### src/rtl/scpad_head_arb.sv
// Scratchpad head arbiter: NUM_REQ request channels into one registered request stage.
// Define SCPAD_HEAD_RR_EN for round-robin; default is fixed priority with starvation promotion.
module scpad_head_arb #(
  parameter int unsigned NUM_REQ      = 2,
  parameter int unsigned ADDR_W       = 16,
  parameter int unsigned NUM_COLS     = 32,
  parameter int unsigned ELEM_W       = 16,
  parameter int unsigned STARVE_LIMIT = 15,
  localparam int unsigned DATA_W      = NUM_COLS * ELEM_W,
  localparam int unsigned SRC_W       = (NUM_REQ > 1) ? $clog2(NUM_REQ) : 1
) (
  input  logic                         clk,
  input  logic                         n_rst,
  input  logic [NUM_REQ-1:0]           req_valid,
  input  logic [NUM_REQ-1:0]           req_write,
  input  logic [NUM_REQ*ADDR_W-1:0]    req_addr,
  input  logic [NUM_REQ*DATA_W-1:0]    req_wdata,
  input  logic [NUM_REQ*NUM_COLS-1:0]  req_mask,
  output logic [NUM_REQ-1:0]           req_stall,
  input  logic                         w_stall,
  input  logic                         r_stall,
  output logic                         out_valid,
  output logic                         out_write,
  output logic [SRC_W-1:0]             out_src,
  output logic [ADDR_W-1:0]            out_addr,
  output logic [DATA_W-1:0]            out_wdata,
  output logic [NUM_COLS-1:0]          out_mask
);

  logic                out_stall;
  logic                load;
  logic [NUM_REQ-1:0]  grant;
  logic [SRC_W-1:0]    gidx;
  logic                sel_write;
  logic [ADDR_W-1:0]   sel_addr;
  logic [DATA_W-1:0]   sel_wdata;
  logic [NUM_COLS-1:0] sel_mask;

  assign out_stall = out_valid & (out_write ? w_stall : r_stall);
  assign load      = ~out_valid | ~out_stall;
  // grant is already gated by load and reset, so this also gives req_stall = req_valid in reset
  assign req_stall = req_valid & ~grant;

`ifdef SCPAD_HEAD_RR_EN
  logic [SRC_W-1:0] rr_ptr;
  int               best;
  int               dist;

  // Pick the valid channel with the smallest rotated distance from rr_ptr.
  always_comb begin
    grant = '0;
    best  = int'(NUM_REQ);
    dist  = 0;
    for (int i = 0; i < int'(NUM_REQ); i++) begin
      dist = (i >= int'(rr_ptr)) ? i - int'(rr_ptr) : i + int'(NUM_REQ) - int'(rr_ptr);
      if (req_valid[i] && dist < best) begin
        best     = dist;
        grant    = '0;
        grant[i] = 1'b1;
      end
    end
    grant = grant & {NUM_REQ{load & n_rst}};
  end

  always_ff @(posedge clk or negedge n_rst) begin
    if (!n_rst) begin
      rr_ptr <= '0;
    end else if (|grant) begin
      rr_ptr <= (gidx == SRC_W'(NUM_REQ - 1)) ? '0 : gidx + 1'b1;
    end
  end
`else
  localparam int unsigned CNT_W = $clog2(STARVE_LIMIT + 1);

  logic [CNT_W-1:0]   cnt [NUM_REQ];
  logic [NUM_REQ-1:0] cand;

  // Starved channels first (lowest index), then plain lowest-index priority.
  always_comb begin
    cand = '0;
    for (int i = 0; i < int'(NUM_REQ); i++) begin
      if (cand == '0 && req_valid[i] && cnt[i] == CNT_W'(STARVE_LIMIT)) cand[i] = 1'b1;
    end
    for (int i = 0; i < int'(NUM_REQ); i++) begin
      if (cand == '0 && req_valid[i]) cand[i] = 1'b1;
    end
    grant = cand & {NUM_REQ{load & n_rst}};
  end

  // Only load cycles count as lost, so downstream backpressure is not starvation.
  always_ff @(posedge clk or negedge n_rst) begin
    if (!n_rst) begin
      for (int i = 0; i < int'(NUM_REQ); i++) cnt[i] <= '0;
    end else begin
      for (int i = 0; i < int'(NUM_REQ); i++) begin
        if (!req_valid[i] || grant[i]) begin
          cnt[i] <= '0;
        end else if (load && cnt[i] != CNT_W'(STARVE_LIMIT)) begin
          cnt[i] <= cnt[i] + 1'b1;
        end
      end
    end
  end
`endif

  always_comb begin
    gidx      = '0;
    sel_write = 1'b0;
    sel_addr  = '0;
    sel_wdata = '0;
    sel_mask  = '0;
    for (int i = 0; i < int'(NUM_REQ); i++) begin
      if (grant[i]) begin
        gidx      = SRC_W'(i);
        sel_write = req_write[i];
        sel_addr  = req_addr[i*ADDR_W +: ADDR_W];
        sel_wdata = req_wdata[i*DATA_W +: DATA_W];
        sel_mask  = req_mask[i*NUM_COLS +: NUM_COLS];
      end
    end
  end

  always_ff @(posedge clk or negedge n_rst) begin
    if (!n_rst) begin
      out_valid <= 1'b0;
      out_write <= 1'b0;
      out_src   <= '0;
      out_addr  <= '0;
      out_wdata <= '0;
      out_mask  <= '0;
    end else if (load) begin
      out_valid <= |grant;
      if (|grant) begin
        out_write <= sel_write;
        out_src   <= gidx;
        out_addr  <= sel_addr;
        out_wdata <= sel_wdata;
        out_mask  <= sel_mask;
      end
    end
  end

  grant_legal_a: assert property (@(posedge clk) disable iff (!n_rst)
    $onehot0(grant) && ((grant & ~req_valid) == '0));

endmodule
### config.mk
export PLATFORM = sky130hd
export DESIGN_NAME = scpad_head_arb
export DESIGN_NICKNAME = d
export VERILOG_FILES = /design/src/rtl/scpad_head_arb.sv
export SDC_FILE = /design/constraint.sdc
export NUM_CORES = 1
export LEC_CHECK = 0
export CORE_AREA = 2 2 656 658
export DETAILED_ROUTE_END_ITERATION = 6
export DIE_AREA = 0 0 658 660
export PLACE_DENSITY = 0.3
export SYNTH_ARGS = -nofsm -noshare
export SYNTH_HDL_FRONTEND = slang
export SYNTH_SLANG_ARGS = --single-unit
### constraint.sdc
create_clock -name clk -period 5.17 [get_ports clk]
set_input_delay 1.551 -clock clk [delete_from_list [all_inputs] [get_ports clk]]
set_output_delay 1.551 -clock clk [all_outputs]
set_load 0.01 [all_outputs]
==> results of run 1 <==
## report_power, final
part	total (mW)	leakage (nW)	internal [mW]	switching (mW)
registers	6.19	7.07	5.53	0.663
clock network	6.50	1.45	3.88	2.63
logic	7.17	10.5	3.74	3.43
## kinds of logic (layout without fill, tap and decap cells)
family,after synthesis,count (layout),share of synthesized area (%)
AOI/OAI and AO/OA,582,582,23.0
xor gates and xnor gates,2,2,0.0700
adders and majority gates,2,2,0.0999
buffers and inverters,189,1923,5.09
DFF,571,571,57.1
muxes,2,2,0.115
other,0,64,0
and+or+nand+nor,587,587,14.6
## layout by cell type, fill, tap and decap left out, types with 3 or more instances in the layout
master           count
clkdlybuf4s50_1   1687
dfrtp_1            571
a221o_1            559
and2_1             520
clkbuf_16           91
diode_2             64
buf_4               53
and2_0              40
clkbuf_1            25
buf_12              23
clkbuf_8            18
a21oi_1              9
bufinv_16            8
clkinv_2             7
nor2_1               6
nand3_1              5
nand2_1              5
inv_6                5
o21ai_0              4
inv_1                3
and3_1               3
## cell type report
class                           count  area (µm²)  area share, %
Sequential cell                   571       14300           27.6
Timing Repair Buffer             1764       17800           34.3
Clock inverter                     22         335          0.648
Tap cell                         5687        7120           13.7
Clock buffer                      134        2620           5.06
Multi-Input combinational cell   1175        9500           18.3
Antenna cell                       64         160          0.309
Inverter                            3        11.3         0.0217
## flip-flops by register name, indices dropped and copies added (netlist names)
| register | flops |
|---|---|
| out_wdata | 512 |
| out_mask | 32 |
| out_addr | 16 |
| cnt | 8 |
| out_src | 1 |
| out_valid | 1 |
| out_write | 1 |
## metrics by stage
step                      hold WS, ps  instances
after floorplan                   527       1935
after global placement            504       9200
after detailed placement          505       9200
after CTS                         522       9356
after global routing              552       9369
final                             509       9420
## final timing paths
check	start	endpoint	slack, ps	cells past startpoint
min in group asynchronous	n_rst	cnt[7]	890	2
max in group asynchronous	n_rst	out_wdata[252]	2700	4
setup reg to reg	out_write	out_wdata[328]	1990	7
hold / removal	out_src	out_src	510	2
setup / recovery	w_stall	req_stall[1]	170	6
hold reg to reg	out_src	out_src	510	2
## metal layers
layer	share of wire [%]	routed length, µm	up-vias
met5	0.55	1740	-
met4	2.8	8730	260
met3	14	42700	778
met2	48	152000	1741
met1	35	109000	13600
li1	-	-	10900
## worst reg2reg max path, cell delays in order, from the launching register on
cell and delay, ps:
dfrtp_1 320, buf_4 290, mux2i_2 470, o221ai_4 300, buf_12 260, buf_4 880
and2_1 250, a221o_1 270
==> impl_results.md, run 1 <==
* Commonest cells in the netlist: 571 x dfrtp_1, 559 x a221o_1, 520 x and2_1
* Met3 usage at roughly 9.0%
* Warnings from Yosys at 0
* PostCTS Resize Cnt at 0
* Largest stage delay, worst path at around 630 ps
* Synth unique cells at 31
* Root buffer cell: clkbuf_16
* Clock Pin Slew Worst Setup and Hold Paths at 50 ps
* GRT busiest layer: met2
* Register area share after synthesis at between 50% and 60%
* Synth area leader: dfrtp_1
* Routed WL per cell at 33.3 µm
* Startpoint Class: primary input
* Count of TritonRoute iterations in the first routing pass at 6
* Hold Path Class: reg -> reg
* CP delay by family, top: buffers and inverters
* Top cells by area, synth: dfrtp_1 57%, a221o_1 22%, and2_1 13%, buf_6 2.7%, and2_0 1.0%
* CTS Sinks at ~570
* Total grt overflow at 0
* Setup Skew at ~46 ps
* Slew @ Worst Pin at between 1000 and 1500 ps
* Clk_lat worst skew at roughly 800 ps
* Vias in the first global route at between 20000 and 30000
* Post-synth net total at approximately 3100
* Synth top area share at ~57%
* Crit path kind: in -> out
* H-tree depth at 3
* Buffers on Ports at 1692
* Post-route setup slack at 170 ps
* Die X at 658 µm
* Worst EP required at 3620 ps
* Static leakage at roughly 19 nW
* GRT Total Usage at 13.9%
* Final instance area at roughly 52000 µm²
* Initial antenna violation count at 355
* Vias/cell at between 2 and 3
* CP cell instances: clkdlybuf4s50_1 -> mux2i_2 -> o21ai_2 -> o21ai_0 -> inv_1 -> buf_4
* RSZ-0062 raised after global routing: false
* Initial DRC Count at 1900
* Row count at 240
* CP endpoint kind: output port
* Ys async rst share at between 90% and 100%
* Die area at 434000 µm²
* First-pass GRT wire length at 378 mm
* WP buf/inv at 3
* Maximum VDD drop at between 200 and 250 µV
* CP max-delay cell: clkdlybuf4s50_1
* HPWL after DPL at ~270 mm
* CTS tree: done
* M2 GR Usage at between 20% and 30%
* Fin Setup TNS at 0 ps
* Power per Cell Area at ~380 nW/µm²
* I/O pin cnt at between 1500 and 2000
* Placer Congestion at 0.906
* Final-stage net count at between 4000 and 5000
* Post-layout util at 12.1%
* M1 GR Usage at between 10% and 20%
* Layout fillers at slightly below 50000
* Pwr Total at slightly below 20 mW
* Final min period at 5000 ps
* Worst slew margin at between 20% and 30%
* Syn Std Cell Area at between 20000 and 30000 µm²
* Most frequent cell after synthesis: dfrtp_1
* Final Max Tran Viols at 0
* Postcts setup bufs at 0
* CP max FO at 4
* Final ANT Viol Nets at 0
* Largest net degree at the start of global routing at approximately 130
* Final setup fails at 0
* Number of synthesized register bits at around 570
* Max-Cap Viols at 0
* Area growth from synthesis to layout at 107%
* Syn_area_per_cell at around 13 µm²
* EDFF count, synth at 0
* Hold Violations, Final at 0
* Initial core utilization at between 5 and 6%
* Dominant synthesized flop cell: dfrtp_1
* Die height at 660 µm
* Outcome: completed
* Total Wirelength at between 300 and 400 mm
* Share of post-route cells with drive strength above 1 at around 5.9%
* Drt drc at 0
* Clock tree buffer depth at 4
* CTS buffer count at 90
* Syn Inst Count at 1935
* CP Data Arrival Time at approximately 3500 ps
* Post-CTS Hold Buffers at 0
* Placement Setup Slack at around 140 ps
* Placeable Area at around 430000 µm²
* Period utilization at between 90% and 100%
* Via count at approximately 27000
* Placed Area at 48700 µm²
* Maximum clock frequency at ~0.2 GHz
No activity file was read; power rests on OpenSTA's default activity.
==> run 2, diff against run 1 <==
CAP_MARGIN = 20   (was default)
RECOVER_POWER = 50   (was default)
==> run 2 against run 1 <==
Net effect:
- the run now ends with capacitance limit, slew limit left
- global-route usage unchanged
- worst setup slack gained 14 ps
- highest routed layer unchanged
- power decreased by 0.55%
- utilization about the same
- worst hold slack got worse by 4.7 ps
==> impl_results.md, run 2 (synthesis results as in run 1) <==
* Maximum clock frequency at between 0.2 and 0.25 GHz
* Maximum VDD drop at 224 µV
* Register name with the most flops: out_wdata
* H-tree depth at 3
* GRT Total Usage at approximately 14%
* CP Data Arrival Time at around 3400 ps
* CTS buffer count at 90
* Die area at 434000 µm²
* RSZ-0062 raised after global routing: false
* Largest register FFs at about 510
* Worst R2R Start: out_write
* Row count at 240
* Drt drc at 0
* Clock Pin Slew Worst Setup and Hold Paths at roughly 50 ps
* Vias in the first global route at 27300
* Final-stage net count at about 4700
* WHS at 504 ps
* R2R setup slack at around 1400 ps
* Reg2Reg Depth at 8
* Most frequent cells in the layout: 1575 x clkdlybuf4s50_1, 571 x dfrtp_1, 559 x a221o_1, 474 x and2_1, 112 x dlygate4sd3_1
* Fin Setup TNS at 0 ps
* Area growth from synthesis to layout at 106%
* Final min period at about 5000 ps
* Worst slew margin at -73.6%
* Post-Place Cells at 9200
* Share of post-route cells with drive strength above 1 at 5.53%
* Initial DRC Count at approximately 2000
* Placeable Area at around 430000 µm²
* Count of TritonRoute iterations in the first routing pass at 5
* Vias/cell at between 2 and 3
* Violated checks: capacitance limit, slew limit
* Critical Path End: req_stall[1]
* Final Non-Filler Cells at about 9400
* Final ANT Viol Nets at 0
* Hold Path Class: reg -> reg
* Leading cell type in the layout, fill and taps excluded: clkdlybuf4s50_1
* CTS tree: done
* Root buffer cell: clkbuf_16
* Final setup fails at 0
* HPWL after DPL at about 270 mm
* First-pass GRT wire length at about 380 mm
* Static leakage at ~19 nW
* Postcts setup bufs at 0
* Pwr Total at slightly below 20 mW
* Post-CTS Hold Buffers at 0
* PostCTS Resize Cnt at 0
* Hold Violations, Final at 0
* Initial core utilization at under 10%
* Slew @ Worst Pin at 2600 ps
* CP endpoint kind: output port
* Total grt overflow at 0
* Max-Cap Viols at 5
* Buffers on Ports at around 1700
* Setup Skew at 52.2 ps
* CTS Sinks at 571
* Biggest regs: out_wdata (512), out_mask (32), out_addr (16)
* Outcome: complete, but fails checks
* Die X at approximately 660 µm
* Total Wirelength at around 310 mm
* Routed WL per cell at roughly 33 µm
* Worst EP required at roughly 3600 ps
* Power per Cell Area at about 380 nW/µm²
* Die height at roughly 660 µm
* Largest net degree at the start of global routing at roughly 130
* I/O pin cnt at 1693
* Final instance area at around 52000 µm²
* CP max FO at 4
* Clk_lat worst skew at ~820 ps
* Placer Congestion at 0.906
* Final Max Tran Viols at approximately 180
* FF-to-FF End: out_wdata[448]
* Startpoint Class: primary input
* Clock tree buffer depth at 4
* Placed Area at between 40000 and 50000 µm²
* Crit path kind: in -> out
* Period utilization at around 96%
* Via count at approximately 27000
* CP Launch Point: w_stall
* Initial antenna violation count at about 360
[run 2: how the worst min path moves through the flow]
stage	startpoint	end	slack [ps]	cells after the start
after detailed placement	out_src	out_src	500	2
after CTS	out_src	out_src	520	2
final	out_src	out_src	500	2
after global placement	out_src	out_src	500	2
after floorplan	out_src	out_src	530	2
after global routing	out_src	out_src	550	2
[run 2: area by class of cell]
type,count,area (µm²)
Fill cell,48500,375000
Timing Repair Buffer,1764,17600
Multi-Input combinational cell,1175,9480
Antenna cell,68,170
Clock buffer,134,2620
Sequential cell,571,14300
Clock inverter,22,335
Inverter,3,11.3
Tap cell,5687,7120
[run 2: critical path, stage by stage]
cell and delay [ps]:
dlygate4sd3_1 710, mux2i_2 370, o21ai_2 130, o21ai_0 360, inv_1 130, buf_4 170
[run 2: per-layer routing]
metal  share of wire [%]  up-vias  global-route usage (%)
met3                  14      770                    9.02
met1                  35    13600                    14.0
met5                0.55        -                       0
met2                  48     1728                    24.0
li1                    -    10900                       -
met4                 2.7      260                    2.83
[run 2: stage by stage]
stage | setup slack (ps) | util, %
floorplan | 1260 | -
global placement | -60.3 | 11.4
detailed placement | 138 | 11.4
CTS | 129 | 12.1
global route | 74.5 | 12.1
finish | 183 | 12.1
[run 2: report_power, final]
part | switching (mW) | internal [mW]
sequential | 0.654 | 5.53
combinational | 3.42 | 3.64
clock | 2.64 | 3.88
total | 6.71 | 13.0
==> run 3, diff against run 2 <==
ABC_AREA = 0   (was default)
==> results of run 3 <==
Final layout, timing and power as in run 2 (identical DEF).
